`config.mk`:
```
export PLATFORM = sky130hd
export DESIGN_NAME = mips_mem_arbiter_flat
export DESIGN_NICKNAME = d
export VERILOG_FILES = /design/src/rtl/mips_mem_pkg.sv /design/src/rtl/mips_mem_arbiter_if.sv /design/src/rtl/mips_mem_arbiter.sv /design/src/flat_wrapper.sv
export SDC_FILE = /design/constraint.sdc
export NUM_CORES = 1
export LEC_CHECK = 0
export ABC_AREA = 1
export BUFFER_PORTS_ARGS = -buffer_cell sky130_fd_sc_hd__buf_4
export CORE_UTILIZATION = 37
export CTS_CLUSTER_SIZE = 40
export DETAILED_ROUTE_END_ITERATION = 10
export GPL_TIMING_DRIVEN = 1
export PLACE_DENSITY = 0.71
export SYNTH_ARGS = -nofsm -noshare
export SYNTH_HDL_FRONTEND = slang
export SYNTH_SLANG_ARGS = --single-unit
```
`constraint.sdc`:
```
create_clock -name clk1 -period 2.75 [get_ports clk1]
set_input_delay 0.4125 -clock clk1 [delete_from_list [all_inputs] [get_ports clk1]]
set_output_delay 0.4125 -clock clk1 [all_outputs]
set_load 0.005 [all_outputs]
```
`src/rtl/mips_mem_pkg.sv`:
```
// Shared types and limits for the MIPS unified-memory arbiter.
package mips_mem_pkg;

  typedef enum logic [1:0] {
    IDLE,
    ISSUE,
    WAIT,
    DONE
  } arb_state_t;

  typedef enum logic {
    OWN_IF,
    OWN_DM
  } owner_t;

  localparam int MEM_LAT_MAX    = 7;
  localparam int STARVE_MAX_MAX = 15;

endpackage

```
`src/rtl/mips_mem_arbiter_if.sv`:
```
// Fetch port, data port and memory strobes shared between pipeline, arbiter and RAM.
interface mips_mem_arbiter_if #(
  parameter int ADDR_W = 10,
  parameter int DATA_W = 32
);
  logic              if_req;
  logic [ADDR_W-1:0] if_addr;
  logic              if_ack;
  logic [DATA_W-1:0] if_rdata;

  logic              dm_req;
  logic              dm_we;
  logic [ADDR_W-1:0] dm_addr;
  logic [DATA_W-1:0] dm_wdata;
  logic              dm_ack;
  logic [DATA_W-1:0] dm_rdata;

  logic              mem_en;
  logic              mem_we;
  logic [ADDR_W-1:0] mem_addr;
  logic [DATA_W-1:0] mem_wdata;
  logic [DATA_W-1:0] mem_rdata;

  modport slave (
    input  if_req, if_addr, dm_req, dm_we, dm_addr, dm_wdata, mem_rdata,
    output if_ack, if_rdata, dm_ack, dm_rdata, mem_en, mem_we, mem_addr, mem_wdata
  );

  modport master (
    output if_req, if_addr, dm_req, dm_we, dm_addr, dm_wdata, mem_rdata,
    input  if_ack, if_rdata, dm_ack, dm_rdata, mem_en, mem_we, mem_addr, mem_wdata
  );
endinterface

```
`src/rtl/mips_mem_arbiter.sv`:
```
// Single-port memory arbiter: IF and DM share one RAM, one access at a time, ack after MEM_LAT+2 cycles.
// Requesters hold req until ack; DM has priority unless fetch has been passed over STARVE_MAX times.
module mips_mem_arbiter
  import mips_mem_pkg::*;
#(
  parameter int ADDR_W     = 10,
  parameter int DATA_W     = 32,
  parameter int MEM_LAT    = 1,
  parameter int STARVE_MAX = 4
) (
  input  logic               clk1,
  input  logic               rst_n,
  input  logic               halt,
  mips_mem_arbiter_if.slave  bus,
  output logic               busy
);

  localparam logic [2:0] CNT_INIT   = 3'(MEM_LAT - 1);
  localparam logic [3:0] STARVE_LIM = 4'(STARVE_MAX);

  arb_state_t        state_q, state_d;
  owner_t            owner_q, owner_d;
  logic [2:0]        cnt_q, cnt_d;
  logic [3:0]        starve_cnt_q, starve_cnt_d;
  logic              mem_en_q, mem_en_d;
  logic              mem_we_q, mem_we_d;
  logic [ADDR_W-1:0] mem_addr_q, mem_addr_d;
  logic [DATA_W-1:0] mem_wdata_q, mem_wdata_d;
  logic              if_ack_q, if_ack_d;
  logic              dm_ack_q, dm_ack_d;
  logic [DATA_W-1:0] if_rdata_q, if_rdata_d;
  logic [DATA_W-1:0] dm_rdata_q, dm_rdata_d;
  logic              busy_q, busy_d;

  logic if_elig, dm_elig, pick_if;

  always_comb begin
    state_d      = state_q;
    owner_d      = owner_q;
    cnt_d        = cnt_q;
    starve_cnt_d = starve_cnt_q;
    mem_en_d     = 1'b0;
    mem_we_d     = mem_we_q;
    mem_addr_d   = mem_addr_q;
    mem_wdata_d  = mem_wdata_q;
    if_ack_d     = 1'b0;
    dm_ack_d     = 1'b0;
    if_rdata_d   = if_rdata_q;
    dm_rdata_d   = dm_rdata_q;

    if_elig = bus.if_req & ~halt;
    dm_elig = bus.dm_req;
    pick_if = if_elig & (~dm_elig | (starve_cnt_q == STARVE_LIM));

    case (state_q)
      IDLE: begin
        if (pick_if) begin
          owner_d      = OWN_IF;
          mem_addr_d   = bus.if_addr;
          mem_we_d     = 1'b0;
          starve_cnt_d = '0;
          mem_en_d     = 1'b1;
          state_d      = ISSUE;
        end else if (dm_elig) begin
          owner_d     = OWN_DM;
          mem_addr_d  = bus.dm_addr;
          mem_we_d    = bus.dm_we;
          mem_wdata_d = bus.dm_wdata;
          mem_en_d    = 1'b1;
          state_d     = ISSUE;
          // Only a DM win over a waiting fetch counts toward starvation.
          if (!if_elig)
            starve_cnt_d = '0;
          else if (starve_cnt_q != STARVE_LIM)
            starve_cnt_d = starve_cnt_q + 4'd1;
        end else begin
          starve_cnt_d = '0;
        end
      end
      ISSUE: begin
        cnt_d   = CNT_INIT;
        state_d = WAIT;
      end
      WAIT: begin
        if (cnt_q == 3'd0) begin
          if (owner_q == OWN_IF)
            if_rdata_d = bus.mem_rdata;
          else if (!mem_we_q)
            dm_rdata_d = bus.mem_rdata;
          if_ack_d = (owner_q == OWN_IF);
          dm_ack_d = (owner_q == OWN_DM);
          state_d  = DONE;
        end else begin
          cnt_d = cnt_q - 3'd1;
        end
      end
      DONE: begin
        state_d = IDLE;
      end
      default: begin
        state_d = IDLE;
      end
    endcase

    busy_d = (state_d != IDLE);
  end

  always_ff @(posedge clk1 or negedge rst_n) begin
    if (!rst_n) begin
      state_q      <= IDLE;
      owner_q      <= OWN_IF;
      cnt_q        <= '0;
      starve_cnt_q <= '0;
      mem_en_q     <= 1'b0;
      mem_we_q     <= 1'b0;
      mem_addr_q   <= '0;
      mem_wdata_q  <= '0;
      if_ack_q     <= 1'b0;
      dm_ack_q     <= 1'b0;
      if_rdata_q   <= '0;
      dm_rdata_q   <= '0;
      busy_q       <= 1'b0;
    end else begin
      state_q      <= state_d;
      owner_q      <= owner_d;
      cnt_q        <= cnt_d;
      starve_cnt_q <= starve_cnt_d;
      mem_en_q     <= mem_en_d;
      mem_we_q     <= mem_we_d;
      mem_addr_q   <= mem_addr_d;
      mem_wdata_q  <= mem_wdata_d;
      if_ack_q     <= if_ack_d;
      dm_ack_q     <= dm_ack_d;
      if_rdata_q   <= if_rdata_d;
      dm_rdata_q   <= dm_rdata_d;
      busy_q       <= busy_d;
    end
  end

  assign bus.mem_en    = mem_en_q;
  assign bus.mem_we    = mem_we_q;
  assign bus.mem_addr  = mem_addr_q;
  assign bus.mem_wdata = mem_wdata_q;
  assign bus.if_ack    = if_ack_q;
  assign bus.dm_ack    = dm_ack_q;
  assign bus.if_rdata  = if_rdata_q;
  assign bus.dm_rdata  = dm_rdata_q;
  assign busy          = busy_q;

endmodule

```
`src/flat_wrapper.sv`:
```
// flat-port wrapper written by rule: the top's interface ports become plain ports
module mips_mem_arbiter_flat import mips_mem_pkg::*;
#(
  parameter int ADDR_W     = 10,
  parameter int DATA_W     = 32,
  parameter int MEM_LAT    = 1,
  parameter int STARVE_MAX = 4
)
  (clk1, rst_n, halt, busy, bus_if_req, bus_if_addr, bus_dm_req, bus_dm_we, bus_dm_addr, bus_dm_wdata, bus_mem_rdata, bus_if_ack, bus_if_rdata, bus_dm_ack, bus_dm_rdata, bus_mem_en, bus_mem_we, bus_mem_addr, bus_mem_wdata);
  mips_mem_arbiter_if #(.ADDR_W(ADDR_W), .DATA_W(DATA_W)) bus_i ();
  input  logic clk1;
  input  logic rst_n;
  input  logic halt;
  output logic busy;
  input wire logic [$bits(bus_i.if_req)-1:0] bus_if_req;
  input wire logic [$bits(bus_i.if_addr)-1:0] bus_if_addr;
  input wire logic [$bits(bus_i.dm_req)-1:0] bus_dm_req;
  input wire logic [$bits(bus_i.dm_we)-1:0] bus_dm_we;
  input wire logic [$bits(bus_i.dm_addr)-1:0] bus_dm_addr;
  input wire logic [$bits(bus_i.dm_wdata)-1:0] bus_dm_wdata;
  input wire logic [$bits(bus_i.mem_rdata)-1:0] bus_mem_rdata;
  output wire logic [$bits(bus_i.if_ack)-1:0] bus_if_ack;
  output wire logic [$bits(bus_i.if_rdata)-1:0] bus_if_rdata;
  output wire logic [$bits(bus_i.dm_ack)-1:0] bus_dm_ack;
  output wire logic [$bits(bus_i.dm_rdata)-1:0] bus_dm_rdata;
  output wire logic [$bits(bus_i.mem_en)-1:0] bus_mem_en;
  output wire logic [$bits(bus_i.mem_we)-1:0] bus_mem_we;
  output wire logic [$bits(bus_i.mem_addr)-1:0] bus_mem_addr;
  output wire logic [$bits(bus_i.mem_wdata)-1:0] bus_mem_wdata;
  assign bus_i.if_req = bus_if_req;
  assign bus_i.if_addr = bus_if_addr;
  assign bus_i.dm_req = bus_dm_req;
  assign bus_i.dm_we = bus_dm_we;
  assign bus_i.dm_addr = bus_dm_addr;
  assign bus_i.dm_wdata = bus_dm_wdata;
  assign bus_i.mem_rdata = bus_mem_rdata;
  assign bus_if_ack = bus_i.if_ack;
  assign bus_if_rdata = bus_i.if_rdata;
  assign bus_dm_ack = bus_i.dm_ack;
  assign bus_dm_rdata = bus_i.dm_rdata;
  assign bus_mem_en = bus_i.mem_en;
  assign bus_mem_we = bus_i.mem_we;
  assign bus_mem_addr = bus_i.mem_addr;
  assign bus_mem_wdata = bus_i.mem_wdata;
  mips_mem_arbiter #(.ADDR_W(ADDR_W), .DATA_W(DATA_W), .MEM_LAT(MEM_LAT), .STARVE_MAX(STARVE_MAX)) u_core (.clk1(clk1), .rst_n(rst_n), .halt(halt), .bus(bus_i), .busy(busy));
endmodule
```
**After elaboration in Yosys (flattened, before gate mapping)**

Cells that the tools add are included.

- Add/subtract/negate cells: 2
- Equality and inequality tests: 7
- Muxes and demuxes: 23
- Bitwise gates (word level): 8
- Reductions and logical operators: 11

Operator list:

| kind | number |
|---|---|
| two-way mux 10 bit | 2 |
| two-way mux 4 bit | 4 |
| two-way mux 1 bit | 11 |
| one-hot mux 2 bit (4 select lines) | 1 |
| two-way mux 2 bit | 3 |
| one-hot mux 3 bit (2 select lines) | 1 |
| AND reduction 2 bit | 3 |
| AND reduction 3 bit | 2 |
| nonzero test 2 bit | 3 |
| inverter 1 bit | 5 |
| adder 4 x 1 -> 4 bit, second input constant | 1 |
| == test 2 bit, second input constant | 2 |
| == test 4 x 3 -> 1 bit, second input constant | 1 |
| != test 4 x 3 -> 1 bit, second input constant | 1 |
| != test 4 bit, second input constant | 1 |
| AND reduction 4 bit | 1 |
| zero test 3 bit | 1 |
| two-way mux 3 bit | 1 |
| subtractor 3 x 1 -> 3 bit, second input constant | 1 |
| bitwise AND 1 bit | 2 |
| == test 2 x 1 -> 1 bit, second input constant | 1 |
| zero test 2 bit | 1 |
| != test 2 bit, second input constant | 1 |
| OR 1 bit | 1 |

- Register bits after elaboration: 121
- Input port bits: 90
- Output and inout bits: 111
- Logic and storage cells: 64

**Depth between registers and ports, before layout**

- Depth in word-level cells: 6
- Mapped depth: 9
- Mapped depth without buffers: 8

**Worst setup path after synthesis**

OpenSTA, ideal clock, no wires.

- Kind: reg2reg
- From: register u_core.cnt_q[0]
- To: register u_core.dm_rdata_q[21], in the netlist u_core.bus.dm_rdata[21]
- Library setup time: 117 ps
- Arrival: 1303 ps
- Setup slack: 1329 ps
- Cell stages (with the launch flop): 10
- Buffers on the path: 1
- Clock period less this slack: 1421 ps
- Cell sequence: dfrtp_1 -> inv_1 -> ha_1 -> ha_1 -> nand2_1 -> nor2_2 -> nand2_2 -> buf_6 -> nand2_1 -> o21ai_2

- Cells in the longest elaborated chain, start to end: 2

RTL lines:

| element | RTL line | source |
|---|---|---|
| start: declaration | mips_mem_arbiter.sv:23 | `logic [2:0] cnt_q, cnt_d;` |
| start signal: assignment | mips_mem_arbiter.sv:126 | `cnt_q <= cnt_d;` |
| zero test 3 bit | mips_mem_arbiter.sv:85 | `if (cnt_q == 3'd0) begin` |
| AND reduction 4 bit (no source line) | - |  |
| end signal: assignment | mips_mem_arbiter.sv:135 | `dm_rdata_q <= dm_rdata_d;` |
| end: declaration | mips_mem_arbiter.sv:32 | `logic [DATA_W-1:0] dm_rdata_q, dm_rdata_d;` |

Every way passes these cells.
A chain may end at the register's enable or synchronous reset.

**Worst setup path in the final report**

- From: register u_core.starve_cnt_q[0]
- To: register u_core.mem_addr_q[7], in the netlist u_core.bus.mem_addr[7]

- Cells in the longest elaborated chain, start to end: 5
- Elaborated cells on any way between the ends: 6
- Those cells by class: 1 x eq/ne; 1 x mux; 2 x bitwise; 2 x reduce/logical

RTL lines:

| element | RTL line | source |
|---|---|---|
| start: declaration | mips_mem_arbiter.sv:24 | `logic [3:0] starve_cnt_q, starve_cnt_d;` |
| start signal: assignment | mips_mem_arbiter.sv:127 | `starve_cnt_q <= starve_cnt_d;` |
| == test 4 x 3 -> 1 bit (*) | mips_mem_arbiter.sv:53 | `pick_if = if_elig & (~dm_elig \| (starve_cnt_q == STARVE_LIM));` |
| OR 1 bit (*) | mips_mem_arbiter.sv:53 |  |
| bitwise AND 1 bit (*) | mips_mem_arbiter.sv:53 |  |
| nonzero test 2 bit (no source line) | - |  |
| AND reduction 2 bit (no source line) | - |  |
| end signal: assignment | mips_mem_arbiter.sv:130 | `mem_addr_q <= mem_addr_d;` |
| end: declaration | mips_mem_arbiter.sv:27 | `logic [ADDR_W-1:0] mem_addr_q, mem_addr_d;` |

Every way passes the cells marked *; elsewhere a longest branch is shown, timed or not.

==> flow_summary.yaml <==
clocking:
  cts_buffers: 17
  htree_levels: 4
  clk_pin_slew_ns: 0.06
  hold_buffers: 0
  cts_root_buf: "clkbuf_16"
  clk_path_buf_depth: 2
  cts_tree: "yes"
  numClockSinks: 121
  cts_setup_buffers: 0
  clock_latency_ns: 0.41
  cts_resized: 0
yosys:
  synthDistinctLibCells: 24
  yosys_register_bits: 121
  avgSynthCellArea_um2: 9.30
  yosysTopAreaCellShare_pct: 60.4
  synth.area.top_cells: "dfrtp_1 60%, nand2_1 13%, nand3_1 5.7%"
  syn_inst: 539
  post-synth-top-area-cell: "dfrtp_1"
  yosys_warnings: 0
  syn-num-nets: 636
  synth_area_mm2: 0.00501
  synth-seq-area-share_pct: 60.4
cells_and_area:
  syn2layout_area_growth_pct: 43.3
  finalNetCount: 835
  layout-drive-gt1-share_pct: 34.4
  multi_input_area_mm2: 0.00151
  fillers: 1221
  regArea_mm2: 0.00303
  antenna_cells: 0
setup_path:
  crit_chain: "inv_1 > ha_1 > nand3_1 > nand2_1 > nand2_2 > buf_4 > nand2_1 > nand3_1 > nand2_1"
  crit_slowest_cell: "dfrtp_1"
  cp.required_ns: 3.04
  arrival_ns: 2.29
  worstSetupPathType: "flop to flop"
  critPathMaxStageDelay_ns: 0.39
  rr_startpoint: "u_core.starve_cnt_q[0]$_DFFE_PN0P_"
  startpoint_type: "flop"
  cp-startpoint: "u_core.starve_cnt_q[0]$_DFFE_PN0P_"
  crit_fanout: 37
  cp-end-kind: "flop"
  cpMostUsedCell: "nand2_1"
status:
  status: "finished, final reports clean"
floorplan:
  die-area_mm2: 0.0140
  row_count: 42
  die_w_um: 118
  start_util_pct: 37.8
  die_h_um: 118
  core_area_mm2: 0.0132
  io_pins: 201
sta:
  worst_pin_slew_ns: 0.686
  rsz0062_at_grt: "false"
  hold_viol: 0
  finalSetupViolCount: 0
  min_period_ns: 1.99
  finClkSkew_ns: 0.00845
  fin_crit_sh_pct: 72.5
  max_freq_mhz: 502
  slew_violations: 0
  fin_setup_tns_ns: 0
  slew_headroom_pct: 54.2
  hold_ws_ns: 0.0204
routing:
  drt-total-wl_mm: 12.5
  vias: 4312
  firstDrtPassIters: 7
  vias_per_cell: 4.65
  antenna_left: 0
  drcViolationCount: 0
  first_iter_violations: 240
  wire_per_inst_um: 13.4
worst_hold_path:
  hold_path.class: "primary input to async pin"
global_route:
  track_usage_pct: 18.8
  grt_pass1_vias: 4172
  grt_overflow_total: 0
  grt_max_degree: 65
  antenna_found_initial: 0
  grt_pass1_wl_mm: 20.6
placed_design:
  dpl.hpwl_mm: 9.06
  gp_congestion: 0.890
  io_buffers: 200
power:
  cellPowerDensity_mw_per_mm2: 1150
  power_leakage_uw: 0.00395
  irDropWorstVdd_mv: 0.443
job:
  drv_cap: 0
## cell usage in the layout, fill, tap and decap left out, types with 2 or more instances in the layout
master | netlist | final
o21ai_0 | 35 | 35
clkinv_2 | 0 | 6
nand2_2 | 4 | 4
nand3_1 | 57 | 57
inv_1 | 65 | 65
dfrtp_1 | 121 | 121
clkbuf_16 | 0 | 17
clkinvlp_4 | 0 | 2
buf_4 | 3 | 206
nor2_2 | 2 | 2
bufinv_16 | 0 | 3
ha_1 | 7 | 7
o21ai_1 | 28 | 28
clkinv_4 | 0 | 2
o22ai_1 | 2 | 2
o21ai_2 | 9 | 9
nand2_1 | 173 | 173
inv_2 | 3 | 3
## logic make-up after synthesis
kind of cell	after synthesis	share of synthesized area (%)
xor gates and xnor gates	1	0.175
DFF	121	60.4
buffers and inverters	95	9.36
and+or+nand+nor	241	20.2
adders and majority gates	7	1.75
AOI/OAI and AO/OA	74	8.11
## metal layers
layer,up-vias,wire [um],track usage (%)
met1,2002,5480,24.2
met4,0,139,6.80
met2,199,5750,29.6
li1,2097,-,-
met5,-,0,0
met3,14,1100,6.03
## report_power, final
part	switching [uW]	total (uW)	internal [uW]
combinational	1410	2930	1520
clock	774	2210	1440
sequential	487	3110	2620
total	2680	8250	5580
## through the flow
step           utilization [%]  instance area (um^2)  std cells  power (uW)  worst slack [ns]
2_1_floorplan                -                  5010        539        4480              1.33
3_3_place_gp              49.7                  6580        895        5990             0.861
3_5_place_dp              49.7                  6580        895        6110             0.775
4_1_cts                   54.2                  7180        927        8360             0.761
5_1_grt                   54.2                  7180        927        8850             0.534
6_report                  54.2                  7180        927        8250             0.757
## registers in the layout (all words and copies together) (netlist names), 2 cells and up
name	count
u_core.bus.dm_rdata	32
u_core.bus.if_rdata	32
u_core.bus.mem_wdata	32
u_core.bus.mem_addr	10
u_core.starve_cnt_q	4
u_core.cnt_q	3
u_core.state_q	2
## synthesized netlist by cell type
cell and n:
nand3_1 57, buf_2 8, xnor2_1 1, o21ai_1 28
o21ai_2 9, nor2_4 1, buf_4 3, inv_2 3
nor2_1 1, o21ai_0 35, nand2_2 4, or2_1 1
nand4_1 1, inv_1 65, buf_6 12, clkbuf_2 1
nand2_4 1, nand2_1 173, dfrtp_1 121, buf_1 1
nor2_2 2, o22ai_1 2, clkbuf_1 2, ha_1 7
## critical path, delay by kind of cell (launching register included)
kind,cells,cell delay [ns]
simple gates,6,0.80
buf+inv,2,0.47
flops,1,0.39
fa+ha+maj,1,0.19
## final timing paths
check,endpoint,slack (ns),depth (start not counted)
max,u_core.bus.mem_addr[7]$_DFFE_PN0P_,0.76,9
min,u_core.bus.if_rdata[19]$_DFFE_PN0P_,0.02,1
max reg2reg,u_core.bus.mem_addr[7]$_DFFE_PN0P_,0.76,9
min reg2reg,u_core.bus.mem_wdata[12]$_DFFE_PN0P_,0.47,2
max in group asynchronous,u_core.bus.mem_wdata[19]$_DFFE_PN0P_,1.92,2
min in group clk1,u_core.bus.mem_wdata[1]$_DFFE_PN0P_,0.23,3
## cell type report
type	count	area share, %
timing repair buffer	207	21.8
inverter	68	3.56
multi-input combinational	323	21.1
sequential	121	42.2
clock buffer	19	6.17
tap	176	3.07
clock inverter	13	2.13
No activity file was read; power rests on OpenSTA's default activity.
